--- src/rtl/cdb_arbiter_pkg.sv ---
// Shared definitions for the common data bus arbiter: field widths, source encoding
// and the packed FIFO entry width.
package cdb_arbiter_pkg;

  localparam int unsigned ROB_INDEX_RANGE = 4;
  localparam int unsigned VAL_W           = 32;
  localparam int unsigned PC_W            = 32;

  typedef enum logic {
    CDB_SRC_ALU = 1'b0,
    CDB_SRC_LSB = 1'b1
  } cdb_src_e;

  // FIFO entry layout: {idx, val, jump_flag, jump_PC}
  function automatic int unsigned entry_w(input int unsigned rob_w);
    return rob_w + VAL_W + 1 + PC_W;
  endfunction

endpackage

--- src/rtl/cdb_fifo.sv ---
// Per-source result FIFO with flush; a push into a full FIFO is dropped unless a pop
// frees a slot in the same cycle, and the dropped push is reported on ovf.
module cdb_fifo #(
  parameter int unsigned WIDTH = 8,
  parameter int unsigned DEPTH = 2
) (
  input  logic             clk,
  input  logic             rst,
  input  logic             flush,
  input  logic             push,
  input  logic             pop,
  input  logic [WIDTH-1:0] din,
  output logic [WIDTH-1:0] head,
  output logic             empty,
  output logic             full,
  output logic             ovf
);

  localparam int unsigned PTR_W = $clog2(DEPTH);
  localparam int unsigned CNT_W = PTR_W + 1;

  logic [WIDTH-1:0] mem [DEPTH];
  logic [PTR_W-1:0] wr_ptr;
  logic [PTR_W-1:0] rd_ptr;
  logic [CNT_W-1:0] count;
  logic             do_pop;
  logic             do_push;

  assign empty   = (count == '0);
  assign full    = (count == CNT_W'(DEPTH));
  assign do_pop  = pop & ~empty;
  assign do_push = push & (~full | do_pop);
  assign ovf     = push & full & ~do_pop;
  assign head    = mem[rd_ptr];

  always_ff @(posedge clk) begin
    if (do_push && !flush) begin
      mem[wr_ptr] <= din;
    end
  end

  always_ff @(posedge clk) begin
    if (!rst) begin
      wr_ptr <= '0;
      rd_ptr <= '0;
      count  <= '0;
    end else if (flush) begin
      wr_ptr <= '0;
      rd_ptr <= '0;
      count  <= '0;
    end else begin
      if (do_push) begin
        wr_ptr <= wr_ptr + PTR_W'(1);
      end
      if (do_pop) begin
        rd_ptr <= rd_ptr + PTR_W'(1);
      end
      case ({do_push, do_pop})
        2'b10:   count <= count + CNT_W'(1);
        2'b01:   count <= count - CNT_W'(1);
        default: count <= count;
      endcase
    end
  end

endmodule

--- src/rtl/cdb_arbiter.sv ---
// Merges ALU and LSB results onto one registered CDB with per-source FIFOs,
// same-cycle bypass, round-robin grant, backpressure and flush on roll.
module cdb_arbiter
  import cdb_arbiter_pkg::*;
#(
  parameter int unsigned ROB_W = ROB_INDEX_RANGE,
  parameter int unsigned DEPTH = 2
) (
  input  logic             clk,
  input  logic             rst,
  input  logic             rdy,
  input  logic             roll,
  input  logic             ALU_flag,
  input  logic [ROB_W-1:0] ALU_ROB_idx,
  input  logic [31:0]      ALU_val,
  input  logic             ALU_jump_flag,
  input  logic [31:0]      ALU_jump_PC,
  input  logic             LSB_flag,
  input  logic [ROB_W-1:0] LSB_ROB_idx,
  input  logic [31:0]      LSB_val,
  output logic             ALU_stall,
  output logic             LSB_stall,
  output logic             CDB_flag,
  output logic [ROB_W-1:0] CDB_ROB_idx,
  output logic [31:0]      CDB_val,
  output logic             CDB_src,
  output logic             CDB_jump_flag,
  output logic [31:0]      CDB_jump_PC,
  output logic             ovf_err
);

  localparam int unsigned EW = entry_w(ROB_W);

  logic [EW-1:0] alu_live, lsb_live;
  logic [EW-1:0] alu_head, lsb_head;
  logic [EW-1:0] alu_cand, lsb_cand, win_entry;
  logic          alu_empty, lsb_empty, alu_full, lsb_full;
  logic          alu_ovf, lsb_ovf;
  logic          alu_pend, lsb_pend;
  logic          active, flush, grant;
  logic          alu_push, lsb_push, alu_pop, lsb_pop;
  logic          alu_bypass, lsb_bypass;
  cdb_src_e      winner, last_grant, src_q;

  assign active = rdy & ~roll;
  assign flush  = rdy & roll;

  assign alu_live = {ALU_ROB_idx, ALU_val, ALU_jump_flag, ALU_jump_PC};
  assign lsb_live = {LSB_ROB_idx, LSB_val, 1'b0, PC_W'(0)};

  assign alu_cand = alu_empty ? alu_live : alu_head;
  assign lsb_cand = lsb_empty ? lsb_live : lsb_head;

  assign alu_pend = ~alu_empty | ALU_flag;
  assign lsb_pend = ~lsb_empty | LSB_flag;

  always_comb begin
    winner = CDB_SRC_ALU;
    if (alu_pend && lsb_pend) begin
      winner = (last_grant == CDB_SRC_LSB) ? CDB_SRC_ALU : CDB_SRC_LSB;
    end else if (lsb_pend) begin
      winner = CDB_SRC_LSB;
    end
  end

  assign grant     = active & (alu_pend | lsb_pend);
  assign win_entry = (winner == CDB_SRC_ALU) ? alu_cand : lsb_cand;

  // A live input bypasses only when its FIFO is empty and it wins; otherwise it enqueues.
  assign alu_bypass = grant & (winner == CDB_SRC_ALU) & alu_empty;
  assign lsb_bypass = grant & (winner == CDB_SRC_LSB) & lsb_empty;
  assign alu_pop    = grant & (winner == CDB_SRC_ALU) & ~alu_empty;
  assign lsb_pop    = grant & (winner == CDB_SRC_LSB) & ~lsb_empty;
  assign alu_push   = active & ALU_flag & ~alu_bypass;
  assign lsb_push   = active & LSB_flag & ~lsb_bypass;

  cdb_fifo #(.WIDTH(EW), .DEPTH(DEPTH)) u_alu_fifo (
    .clk   (clk),
    .rst   (rst),
    .flush (flush),
    .push  (alu_push),
    .pop   (alu_pop),
    .din   (alu_live),
    .head  (alu_head),
    .empty (alu_empty),
    .full  (alu_full),
    .ovf   (alu_ovf)
  );

  cdb_fifo #(.WIDTH(EW), .DEPTH(DEPTH)) u_lsb_fifo (
    .clk   (clk),
    .rst   (rst),
    .flush (flush),
    .push  (lsb_push),
    .pop   (lsb_pop),
    .din   (lsb_live),
    .head  (lsb_head),
    .empty (lsb_empty),
    .full  (lsb_full),
    .ovf   (lsb_ovf)
  );

  assign ALU_stall = alu_full;
  assign LSB_stall = lsb_full;
  assign CDB_src   = src_q;

  always_ff @(posedge clk) begin
    if (!rst) begin
      CDB_flag      <= 1'b0;
      CDB_ROB_idx   <= '0;
      CDB_val       <= '0;
      CDB_jump_flag <= 1'b0;
      CDB_jump_PC   <= '0;
      src_q         <= CDB_SRC_ALU;
      last_grant    <= CDB_SRC_LSB;
      ovf_err       <= 1'b0;
    end else if (rdy) begin
      if (alu_ovf || lsb_ovf) begin
        ovf_err <= 1'b1;
      end
      if (grant) begin
        CDB_flag <= 1'b1;
        {CDB_ROB_idx, CDB_val, CDB_jump_flag, CDB_jump_PC} <= win_entry;
        src_q      <= winner;
        last_grant <= winner;
      end else begin
        CDB_flag <= 1'b0;
      end
    end
  end

endmodule

--- config.mk ---
export PLATFORM = sky130hd
export DESIGN_NAME = cdb_arbiter
export DESIGN_NICKNAME = d
export VERILOG_FILES = /design/src/rtl/cdb_arbiter_pkg.sv /design/src/rtl/cdb_fifo.sv /design/src/rtl/cdb_arbiter.sv
export SDC_FILE = /design/constraint.sdc
export NUM_CORES = 1
export LEC_CHECK = 0
export BUFFER_PORTS_ARGS = -buffer_cell sky130_fd_sc_hd__buf_2
export CORE_ASPECT_RATIO = 0.7
export CORE_UTILIZATION = 30
export CTS_CLUSTER_SIZE = 20
export DETAILED_ROUTE_END_ITERATION = 8
export SETUP_SLACK_MARGIN = 0.05
export SLEW_MARGIN = 0
export SYNTH_ARGS = -nofsm -noshare
export SYNTH_HDL_FRONTEND = slang
export SYNTH_SLANG_ARGS = --single-unit
export TNS_END_PERCENT = 10
--- constraint.sdc ---
create_clock -name clk -period 8.6 [get_ports clk]
set_clock_uncertainty 0.05 [all_clocks]
set_input_delay 0.86 -clock clk [delete_from_list [all_inputs] [get_ports clk]]
set_output_delay 0.86 -clock clk [all_outputs]
set_load 0.005 [all_outputs]
==> results.toml <==
[yosys]
synth-main-ff-cell = "edfxtp_1"
ys_top_cells_by_area = "edfxtp_1 (55%), dfxtp_1 (14%), mux2i_1 (9.4%), a221o_1 (5.9%), a211oi_1 (2.4%)"
yosys.area.top_type_share = 0.549
yosys_register_bits = 293
synth_common_cells = "edfxtp_1 (210), mux2i_1 (108), dfxtp_1 (83)"
synth_edf_count = 210
syn_area_per_cell_sq_um = 14.5
synth_cell_types = 43
ys_seq_area_frac = 0.694
post-synth-top-count-cell = "edfxtp_1"
async_reset_ff_frac = 0
synthesis.nets = 902
yosysTopAreaCell = "edfxtp_1"
yosysWarnings = 0
synth_area_sq_um = 11500
synth_cells = 790

[setup_path]
ff2ff_setup_slack_ns = 5.37
worstSetupPathType = "input port to register"
arrival_ns = 3.60
critPathLaunchType = "input port"
critPathTopFamily = "buffers and inverters"
timing.rr.start = "u_lsb_fifo.count[1]"
crit_buf_inv = 2
rr_worst_depth = 5
required_ns = 8.73
crit_chain = "buf_2 -> o311ai_2 -> nor2_4 -> buf_4"
critPathMaxStageDelay_ns = 0.82
cp_slowest_cell = "nor2_4"
reg2reg_to = "u_alu_fifo.mem[0][30]"
endpoint_kind = "register"
critPathMaxFanout = 43

[worst_hold_path]
worst_hold_path_type = "register to register"
whs_endpoint = "CDB_jump_PC[10]"
hold_path_startpoint = "CDB_jump_PC[10]"
hold_depth = 1

[die]
top_level_ports = 185
coreArea_sq_um = 37400
num_rows = 59
die_area_sq_um = 39100
die_y_microns = 166
dieWidth_microns = 236
initial_core_util = 0.307

[cts]
cts_hold_buf = 0
cts.clk_slew.worst_paths_ns = 0.06
cts_tree = "built"
cts_sinks = 293
cts_setup_buffers = 0
worstSkewPairLatency_ns = 0.56
cts_made_buffers = 29
cts_buffer_depth = 3
htreeDepth = 1
postCtsResizedCells = 0
clock-root-buffer = "clkbuf_16"

[grt]
grt_max_degree = 75
grt_first_pass_wirelength_microns = 44400
grt-ovfl-total = 0
grt.total_usage = 0.148
antenna_found_initial = 1
grt_pass1_vias = 7238

[detailed_routing]
viasPerCell = 4.97
wl_per_cell_microns = 20.0
vias = 7269
drc = 0
firstDrtPassIters = 5
initialDrtViolationCount = 601
ant_nets = 0
drt_wl_total_microns = 29300

[timing]
post-route-min-period_ns = 3.47
worst_slack_ns = 5.13
final-hold-violation-count = 0
rsz0062_at_grt = "no"
finalMaxSlewViolations = 0
hold-worst-slack_ns = 0.430
fmax_mhz = 288
setup_tns_ns = 0
relSlewSlack = 0.308
tightest_slew_ns = 1.04
timing.final.crit_share = 0.404
setup_viol = 0

[power]
p_per_area_nw_per_um2 = 212
vdd_ir_drop_max_mv = 0.130
p_leak_nw = 4.78
totalPowerFinal_mw = 2.92

[placed_design]
pre_cts_slack_ns = 4.54
gp_congestion = 0.749
port_buffers = 184
dpl.cell_count = 1407
dp_hpwl_microns = 18500

[job]
max_cap_viol_count = 0

[status]
outcome = "finished clean"

[cells_and_area]
layout.cells.non_filler = 1462
areaGrowthSynthToFinish_pct = 20.1
fin_nets = 1062
drive_gt1_frac = 0.268
worst reg2reg max path: cells and delay by family (launching register included):
kind / cells / cell delay [ns]
and+or+nand+nor: 2 / 1.31
AOI/OAI and AO/OA: 2 / 0.38
DFF: 1 / 0.43
buffers and inverters: 1 / 0.65
where the power goes:
part | internal [mW] | leakage [nW] | switching, mW
clock network | 0.703 | 0.468 | 0.529
logic | 0.0561 | 1.75 | 0.0874
registers | 1.53 | 2.57 | 0.0133
through the flow:
step	instance area (sq um)	utilization
floorplan	11500	-
global placement	12900	0.343
detailed placement	12900	0.343
CTS	13800	0.368
global route	13800	0.368
finish	13800	0.368
cell families (layout without fill, tap and decap cells):
kind of cell	Yosys count	in the layout	share of synthesized area
buffers and inverters	71	254	0.0298
other	0	1	0
DFF	293	293	0.694
and+or+nand+nor	115	115	0.0473
xor gates and xnor gates	5	5	0.00382
adders and majority gates	1	1	0.00109
AOI/OAI and AO/OA	197	197	0.130
muxes	108	108	0.0942
placed cells by master, fill, tap and decap left out, drive strengths merged, types with 2 or more instances in the layout:
master  netlist  layout
dfxtp        83      83
nand3        41      41
clkinv        0      15
o21a          3       3
nor2b         5       5
mux2i       108     108
nor2         46      46
inv           4       5
a211oi       37      37
buf          51     196
edfxtp      210     210
a221o        68      68
or2           2       2
xor2          2       2
nand2         7       7
nor3          6       6
xnor2         3       3
bufinv        0       2
o211ai        3       3
o21ai        39      39
clkbuf       16      36
a21oi        39      39
nor4          2       2
how the worst max path moves through the flow:
stage                     slack, ns               endpoint     start  depth (start not counted)
final                          5.13  u_alu_fifo.mem[0][30]  ALU_flag                          4
after global routing           4.93  u_alu_fifo.mem[0][19]  LSB_flag                          7
after CTS                      5.12  u_alu_fifo.mem[0][19]  LSB_flag                          7
after detailed placement       4.54  u_alu_fifo.mem[0][31]  LSB_flag                          7
after global placement         4.58  u_alu_fifo.mem[0][30]  LSB_flag                          7
after floorplan                3.60   u_alu_fifo.mem[0][0]  LSB_flag                          5
per-layer routing:
metal,vias to the layer above,track usage,part of all wire
li1,3445,-,-
met1,3590,0.229,0.52
met2,192,0.211,0.42
met3,42,0.0292,0.047
met4,0,0.0307,0.016
met5,-,0,0
flip-flops by register name (all words and copies together), names as in the netlist, 2 cells and up, named ones only:
signal / count
u_lsb_fifo.count: 2
u_alu_fifo.mem: 138
CDB_ROB_idx: 4
CDB_val: 32
CDB_jump_PC: 32
u_alu_fifo.count: 2
u_lsb_fifo.mem: 72
final cells by class:
type	instances	area (sq um)
fillers	3577	23600
clock inverters	18	140
clock buffers	36	782
repair buffers	196	1010
diodes	1	2.50
multi-input cells	426	3250
flip-flops and latches	293	7970
well taps	488	611
inverters	4	15.0
Note: power is estimated with default switching activity, not from simulation.
